===== src/rtl/apb_completer.sv =====
// APB completer with a small register bank (CTRL, two scratch registers, event counter, ID)
// inside a 4 KB window, programmable access-phase wait states and PSLVERR on bad accesses.
module apb_completer #(
  parameter int unsigned WAIT_CYCLES = 0,
  parameter logic [31:0] ID_VALUE    = 32'hA5B0_0001
) (
  input  logic        PCLK,
  input  logic        PRESET,
  input  logic        PSEL,
  input  logic        PENABLE,
  input  logic        PWRITE,
  input  logic [31:0] PADDR,
  input  logic [31:0] PWDATA,
  output logic        PREADY,
  output logic [31:0] PRDATA,
  output logic        PSLVERR,
  output logic [31:0] cnt_o
);

  typedef enum logic [1:0] {IDLE, SETUP, ACCESS} state_t;

  localparam logic [11:0] OFF_CTRL = 12'h000;
  localparam logic [11:0] OFF_SCR0 = 12'h004;
  localparam logic [11:0] OFF_SCR1 = 12'h008;
  localparam logic [11:0] OFF_CNT  = 12'h00C;
  localparam logic [11:0] OFF_ID   = 12'h010;
  localparam logic [3:0]  WAIT_LOAD = 4'(WAIT_CYCLES);

  state_t      state, state_nxt;
  logic [3:0]  wait_cnt, wait_nxt;
  logic [31:0] ctrl, scratch0, scratch1, cnt;
  logic [31:0] rdata;
  logic [11:0] offset;
  logic        hit, err, commit;
  logic        unused_addr;

  assign offset      = PADDR[11:0];
  assign unused_addr = ^PADDR[31:12];

  always_ff @(posedge PCLK or negedge PRESET) begin
    if (!PRESET) begin
      state    <= IDLE;
      wait_cnt <= '0;
    end else begin
      state    <= state_nxt;
      wait_cnt <= wait_nxt;
    end
  end

  // SETUP is occupied during the first access cycle: the requester's setup cycle is seen in IDLE.
  always_comb begin
    state_nxt = state;
    wait_nxt  = wait_cnt;
    PREADY    = 1'b0;
    case (state)
      IDLE: begin
        if (PSEL && !PENABLE) begin
          state_nxt = SETUP;
          wait_nxt  = WAIT_LOAD;
        end
      end
      SETUP, ACCESS: begin
        if (!PSEL) begin
          state_nxt = IDLE;
        end else if (PENABLE) begin
          if (wait_cnt == 4'd0) begin
            PREADY    = 1'b1;
            state_nxt = IDLE;
          end else begin
            wait_nxt  = wait_cnt - 4'd1;
            state_nxt = ACCESS;
          end
        end else if (state == ACCESS) begin
          state_nxt = IDLE;
        end
      end
      default: state_nxt = IDLE;
    endcase
  end

  always_comb begin
    hit   = 1'b1;
    rdata = '0;
    case (offset)
      OFF_CTRL: rdata = {ctrl[31:2], 1'b0, ctrl[0]};
      OFF_SCR0: rdata = scratch0;
      OFF_SCR1: rdata = scratch1;
      OFF_CNT:  rdata = cnt;
      OFF_ID:   rdata = ID_VALUE;
      default:  hit   = 1'b0;
    endcase
    err = !hit || (PADDR[1:0] != 2'b00) ||
          (PWRITE && (offset == OFF_CNT || offset == OFF_ID));
  end

  assign commit  = PREADY && PWRITE && !err;
  assign PRDATA  = (PREADY && !PWRITE && !err) ? rdata : '0;
  assign PSLVERR = PREADY && err;
  assign cnt_o   = cnt;

  always_ff @(posedge PCLK or negedge PRESET) begin
    if (!PRESET) begin
      ctrl     <= '0;
      scratch0 <= '0;
      scratch1 <= '0;
    end else if (commit) begin
      case (offset)
        OFF_CTRL: ctrl     <= {PWDATA[31:2], 1'b0, PWDATA[0]};
        OFF_SCR0: scratch0 <= PWDATA;
        OFF_SCR1: scratch1 <= PWDATA;
        default: ;
      endcase
    end
  end

  // A clear pulse beats the increment on the same edge.
  always_ff @(posedge PCLK or negedge PRESET) begin
    if (!PRESET) begin
      cnt <= '0;
    end else if (commit && offset == OFF_CTRL && PWDATA[1]) begin
      cnt <= '0;
    end else if (ctrl[0]) begin
      cnt <= cnt + 32'd1;
    end
  end

endmodule


===== config.mk =====
export PLATFORM = sky130hd
export DESIGN_NAME = apb_completer
export DESIGN_NICKNAME = d
export VERILOG_FILES = /design/src/rtl/apb_completer.sv
export SDC_FILE = /design/constraint.sdc
export NUM_CORES = 1
export LEC_CHECK = 0
export BUFFER_PORTS_ARGS = -buffer_cell sky130_fd_sc_hd__clkbuf_2
export CAP_MARGIN = 20
export CORE_MARGIN = 3
export CORE_UTILIZATION = 40
export CTS_BUF_LIST = sky130_fd_sc_hd__clkbuf_8
export CTS_CLUSTER_SIZE = 25
export DETAILED_ROUTE_END_ITERATION = 10
export PLACE_DENSITY_LB_ADDON = 0.2
export SKIP_CTS_REPAIR_TIMING = 1
export SLEW_MARGIN = 20
export SYNTH_ARGS = -nofsm -noshare
export SYNTH_HDL_FRONTEND = slang
export SYNTH_SLANG_ARGS = --single-unit

===== constraint.sdc =====
create_clock -name PCLK -period 3 [get_ports PCLK]
set_clock_uncertainty 0.05 [all_clocks]
set_input_delay 0.15 -clock PCLK [delete_from_list [all_inputs] [get_ports PCLK]]
set_output_delay 0.15 -clock PCLK [all_outputs]
set_load 0.02 [all_outputs]

Yosys cells after proc, flatten, opt, wreduce, memory -nomap -nowiden
Index checks and enable logic that the tools add are counted.
{"block": "word_totals", "register_bits": 133}
{"block": "op_classes", "n_addsub": 2, "eq_ne": 11, "n_reduce_logical": 29, "mux": 20}
{"operator": "32-bit case mux with 5 select lines", "count": 1}
{"operator": "32-bit 2-to-1 mux", "count": 3}
{"operator": "32-bit by 1-bit adder with 32-bit output (second input constant)", "count": 1}
{"operator": "12-bit by 4-bit equality test with 1-bit output (second input constant)", "count": 2}
{"operator": "4-bit 2-to-1 mux", "count": 4}
{"operator": "12-bit by 3-bit equality test with 1-bit output (second input constant)", "count": 1}
{"operator": "12-bit by 5-bit equality test with 1-bit output (second input constant)", "count": 1}
{"operator": "12-bit zero test", "count": 1}
{"operator": "2-bit 2-to-1 mux", "count": 5}
{"operator": "1-bit logical AND", "count": 9}
{"operator": "2-bit inequality test (second input constant)", "count": 4}
{"operator": "4-bit case mux with 2 select lines", "count": 1}
{"operator": "2-bit AND reduction", "count": 4}
{"operator": "2-bit nonzero test", "count": 3}
{"operator": "1-bit 2-to-1 mux", "count": 5}
{"operator": "5-bit AND reduction", "count": 1}
{"operator": "5-bit OR reduction", "count": 1}
{"operator": "1-bit zero test", "count": 4}
{"operator": "4-bit zero test", "count": 1}
{"operator": "4-bit inequality test (second input constant)", "count": 1}
{"operator": "2-bit case mux with 2 select lines", "count": 1}
{"operator": "4-bit by 1-bit subtractor with 4-bit output (second input constant)", "count": 1}
{"operator": "1-bit logical OR", "count": 3}
{"operator": "2-bit by 1-bit equality test with 1-bit output (second input constant)", "count": 1}
{"operator": "other kinds (3)", "count": 3}

Longest topological paths before layout
{"block": "depth", "depth_word": 11, "depth_mapped": 9, "depth_no_buf": 7}

Least setup slack after synthesis
Ideal clock, no wire load.
{"block": "synth_path", "path_kind": "reg-to-reg", "startpoint": "register state[0]", "endpoint": "register ctrl[0]", "slack_ns": 0.608, "arrival_time_ns": 2.217, "path_stages_with_launch": 9, "setup_ns": 0.125, "cell_sequence": "dfrtp_1 inv_1 ha_1 clkbuf_1 nand4_4 or4_1 buf_2 buf_6 mux2_4"}
{"block": "synth_between", "elab_chain_len": 6, "elab_cells_between_ends": 7, "cone_classes": "eq/ne (2); mux (1); reduce/logical (4)"}
{"item": "start, declared", "line": "29", "source": "state_t state, state_nxt;"}
{"item": "start signal, assigned", "line": "45", "source": "state <= state_nxt;"}
{"item": "2-bit equality test or 2-bit by 1-bit equality test with 1-bit output (tied branches)", "line": "55", "source": "case (state)"}
{"item": "2-bit OR reduction *", "line": "55"}
{"item": "1-bit 2-to-1 mux *", "line": "55"}
{"item": "1-bit logical AND * (2 in series)", "line": "96", "source": "assign commit = PREADY && PWRITE && !err;"}
{"item": "2-bit AND reduction (no line) *"}
{"item": "end signal, assigned", "line": "108", "source": "OFF_CTRL: ctrl <= {PWDATA[31:2], 1'b0, PWDATA[0]};"}
{"item": "end, declared", "line": "31", "source": "logic [31:0] ctrl, scratch0, scratch1, cnt;"}
Every way passes the cells marked *; elsewhere a longest branch is shown, timed or not.
A chain may end at the register's enable or synchronous reset.

Worst setup path after layout
{"block": "layout_path", "startpoint": "register wait_cnt[0]", "endpoint": "output PRDATA[1]"}
{"block": "layout_between", "elab_chain_len": 8}
{"item": "start, declared", "line": "30", "source": "logic [3:0] wait_cnt, wait_nxt;"}
{"item": "start signal, assigned", "line": "46", "source": "wait_cnt <= wait_nxt;"}
{"item": "4-bit zero test", "line": "66", "source": "if (wait_cnt == 4'd0) begin"}
{"item": "1-bit 2-to-1 mux", "line": "66"}
{"item": "1-bit 2-to-1 mux", "line": "65", "source": "end else if (PENABLE) begin"}
{"item": "1-bit 2-to-1 mux", "line": "63", "source": "if (!PSEL) begin"}
{"item": "1-bit 2-to-1 mux", "line": "55"}
{"item": "1-bit logical AND (2 in series)", "line": "97", "source": "assign PRDATA = (PREADY && !PWRITE && !err) ? rdata : '0;"}
{"item": "32-bit 2-to-1 mux", "line": "97"}
{"item": "end, declared", "line": "15", "source": "output logic [31:0] PRDATA,"}
No other way between the ends.

==> impl_metrics.json <==
{
  "grt_max_degree": 113,
  "synth_ff_type": "dfrtp_1",
  "max_freq_ghz": 0.3490,
  "boundaryPins": 135,
  "path_buf_inv": 4,
  "dieArea_um2": 19020,
  "report.final.hold_viol_count": 0,
  "synth_cell_type_count": 48,
  "stdcell_area_um2": 8569,
  "yosysMostFrequentCell": "dfrtp_1",
  "hold_path_class": "in -> reg",
  "synth_edf_count": 0,
  "drt_first_pass_iters": 4,
  "place_congestion": 0.8173,
  "vias": 5024,
  "status": "finished clean",
  "place_hpwl_um": 11790,
  "synth_compound_area_share_pct": 6.219,
  "switchingPower_mw": 1.034,
  "track_usage_pct": 18.15,
  "initial_utilization_pct": 41.39,
  "syn_area_um2": 6962,
  "max_cap_violations": 0,
  "slowest_stage": "or4_1",
  "cts_buffer_depth": 2,
  "nets": 779,
  "drc": 0,
  "holdPathEnd": "state[0]$_DFFE_PN0P_",
  "cts_buffers": 17,
  "cp_max_fo": 24,
  "cts.htree.levels": 4,
  "synth_top_area_share_pct": 47.81,
  "cts_tree": "built",
  "die_x_um": 137.9,
  "ys_seq_area_share_pct": 47.81,
  "ir_drop_mv": 0.3482,
  "leakage_nw": 4.179,
  "clock-root-buffer": "clkbuf_8",
  "wire_per_inst_um": 18.04,
  "port_buffers": 114,
  "relSlewSlack_pct": 39.70,
  "hold_start": "PSEL",
  "yosys.area_share.xor_xnor_pct": 1.510,
  "antenna_cells": 0,
  "grt.overflow.total": 0,
  "whs_path_depth": 3,
  "worstPathRequired_ns": 2.80,
  "cp_top_family": "simple AND/OR/NAND/NOR gates",
  "p_seq_share_pct": 46.0,
  "finalCritPeriodShare_pct": 95.51,
  "grt_pass1_wl_um": 26480,
  "ys_seq_elements": 133,
  "p_per_area_nw_per_um2": 475.6,
  "combPwrFrac_pct": 13.4,
  "clk_latency_ns": 0.44,
  "synth_cells": 560,
  "wl_um": 16920,
  "synthAdderAreaFrac_pct": 0.8986,
  "clkPwrFrac_pct": 40.6,
  "cp.depth": 9,
  "clk_pin_slew_ns": 0.08,
  "synth_nets": 634,
  "via_per_inst": 5.356,
  "critical_path.max_stage_delay_ns": 0.42,
  "layout-drive-gt1-share_pct": 33.29,
  "synth.avg_cell_area_um2": 12.43,
  "fin_crit_ns": 2.865,
  "setup_tns_ns": 0,
  "synth_area_leaders": "dfrtp_1 48%, mux2_1 11%, mux4_2 7.1%, mux2_4 6.5%, nor2b_1 2.2%",
  "synthToLayoutAreaGrowth_pct": 23.09,
  "synth-simple-area-share_pct": 13.73,
  "fp.dieH_um": 137.9,
  "power.internal_mw": 3.041,
  "drt_iter0_markers": 188,
  "yosys_warnings": 0,
  "cp.arrival_ns": 2.67,
  "yosysTopAreaCell": "dfrtp_1",
  "grt_pass1_vias": 5085,
  "fill_cells": 1536,
  "cp-end-kind": "primary output",
  "detail-route-antenna-nets": 0,
  "finalSetupViolCount": 0,
  "synth_mux_area_share_pct": 26.37,
  "start_kind": "flop",
  "rows": 47,
  "r2r_slack_ns": 0.31,
  "core_um2": 16820,
  "place_area_um2": 7784,
  "r2r-start": "wait_cnt[0]$_DFFE_PN0P_",
  "slew_viol_final": 0,
  "antenna_found_initial": 0,
  "tightestPinTransition_ns": 0.9046,
  "synth_top_family_by_area": "multiplexers",
  "async_reset_ff_share_pct": 100.0,
  "worstSetupStartpoint": "wait_cnt[0]$_DFFE_PN0P_",
  "path_cells": "inv_1, ha_1, nor3b_4, nand4_4, buf_4, or4_1, buf_6, nor2_2, clkbuf_2",
  "r2r_cells": 8,
  "p_total_mw": 4.076,
  "path_class": "reg -> out",
  "cts_sinks": 133,
  "synthTopCellsByCount": "133 x dfrtp_1, 65 x mux2_1, 30 x mux2_4",
  "switching_share_pct": 25.38,
  "r2r-end": "scratch0[9]$_DFFE_PN0P_"
}
==> sequential cells by signal, indices dropped and copies added, names as in the netlist <==
signal and cells:
wait_cnt 4, scratch0 32, ctrl 31, state 2, scratch1 32, cnt_o 32
==> metal layers <==
layer	track usage, %	up-vias	wire length, um
met5	0	-	0
met4	4.501	0	159
met3	5.189	12	925
met2	29.47	120	8259
met1	24.17	2545	7576
li1	-	2347	-
==> layout by cell type (no fill, tap or decap), types with 3 or more instances in the layout <==
cell type      count
nand2b_1          15
xnor2_1            6
dlygate4sd3_1     33
mux2_4            30
nand3_1            8
nor3_1            13
or4_1             18
a21oi_1           27
inv_1             14
clkbuf_2         112
and4_1             4
o21ai_0           13
nor2_1            24
or2_2              3
bufinv_16          4
nor2b_1           24
buf_4             18
and3_1             4
o31ai_1           15
mux2_1            65
nand2_1           18
nand4_1           10
dfrtp_1          133
ha_1               4
mux2_2             9
mux4_2            22
nand3b_1           3
mux2i_1            3
a211oi_1           8
xor2_1             6
clkbuf_8          21
==> cell families after synthesis <==
group / count (synthesis)
simple gates: 159
buf+inv: 51
xor+xnor: 12
fa+ha+maj: 5
flops: 133
mux: 130
compound gates: 70
==> worst min-delay path: stages <==
cell      delay (ns)
clkbuf_2        0.13
nand2b_1        0.12
o21ai_0         0.11
==> how the worst max path moves through the flow <==
stage,end,slack (ns)
after global placement,scratch0[19]$_DFFE_PN0P_,0.35
final,PRDATA[1],0.13
after floorplan,ctrl[0]$_DFFE_PN0P_,0.61
after CTS,PRDATA[1],-0.02
after global routing,PRDATA[27],-0.004
after detailed placement,scratch0[6]$_DFFE_PN0P_,0.25
==> area by class of cell <==
cell class,count,area (um^2),share of cell area (%)
Multi-Input combinational cell,376,3416,39.86
Tap cell,220,275.3,3.212
Sequential cell,133,3328,38.84
Timing Repair Buffer,167,1076,12.56
Clock inverter,12,161.4,1.883
Clock buffer,20,275.3,3.212
Inverter,10,37.54,0.4380
==> power by group through the flow <==
stage | combinational [mW] | clock (mW) | sequential [mW]
5_1_grt | 0.606 | 1.78 | 1.88
3_3_place_gp | 0.464 | 0 | 1.90
2_1_floorplan | 0.325 | 0 | 1.90
6_report | 0.545 | 1.66 | 1.88
4_1_cts | 0.499 | 1.70 | 1.87
3_5_place_dp | 0.496 | 0 | 1.91
==> per-stage QoR <==
stage | setup WS, ns | util (%) | cells | hold slack (ns)
floorplan | 0.6080 | - | 560 | -0.1956
global placement | 0.3469 | 46.28 | 872 | 0.3166
detailed placement | 0.2473 | 46.28 | 872 | 0.3335
CTS | -0.01575 | 48.88 | 904 | -0.1555
global route | -0.004010 | 50.95 | 938 | 0.03772
finish | 0.1347 | 50.95 | 938 | 0.06423
Note: power is estimated with default switching activity, not from simulation.
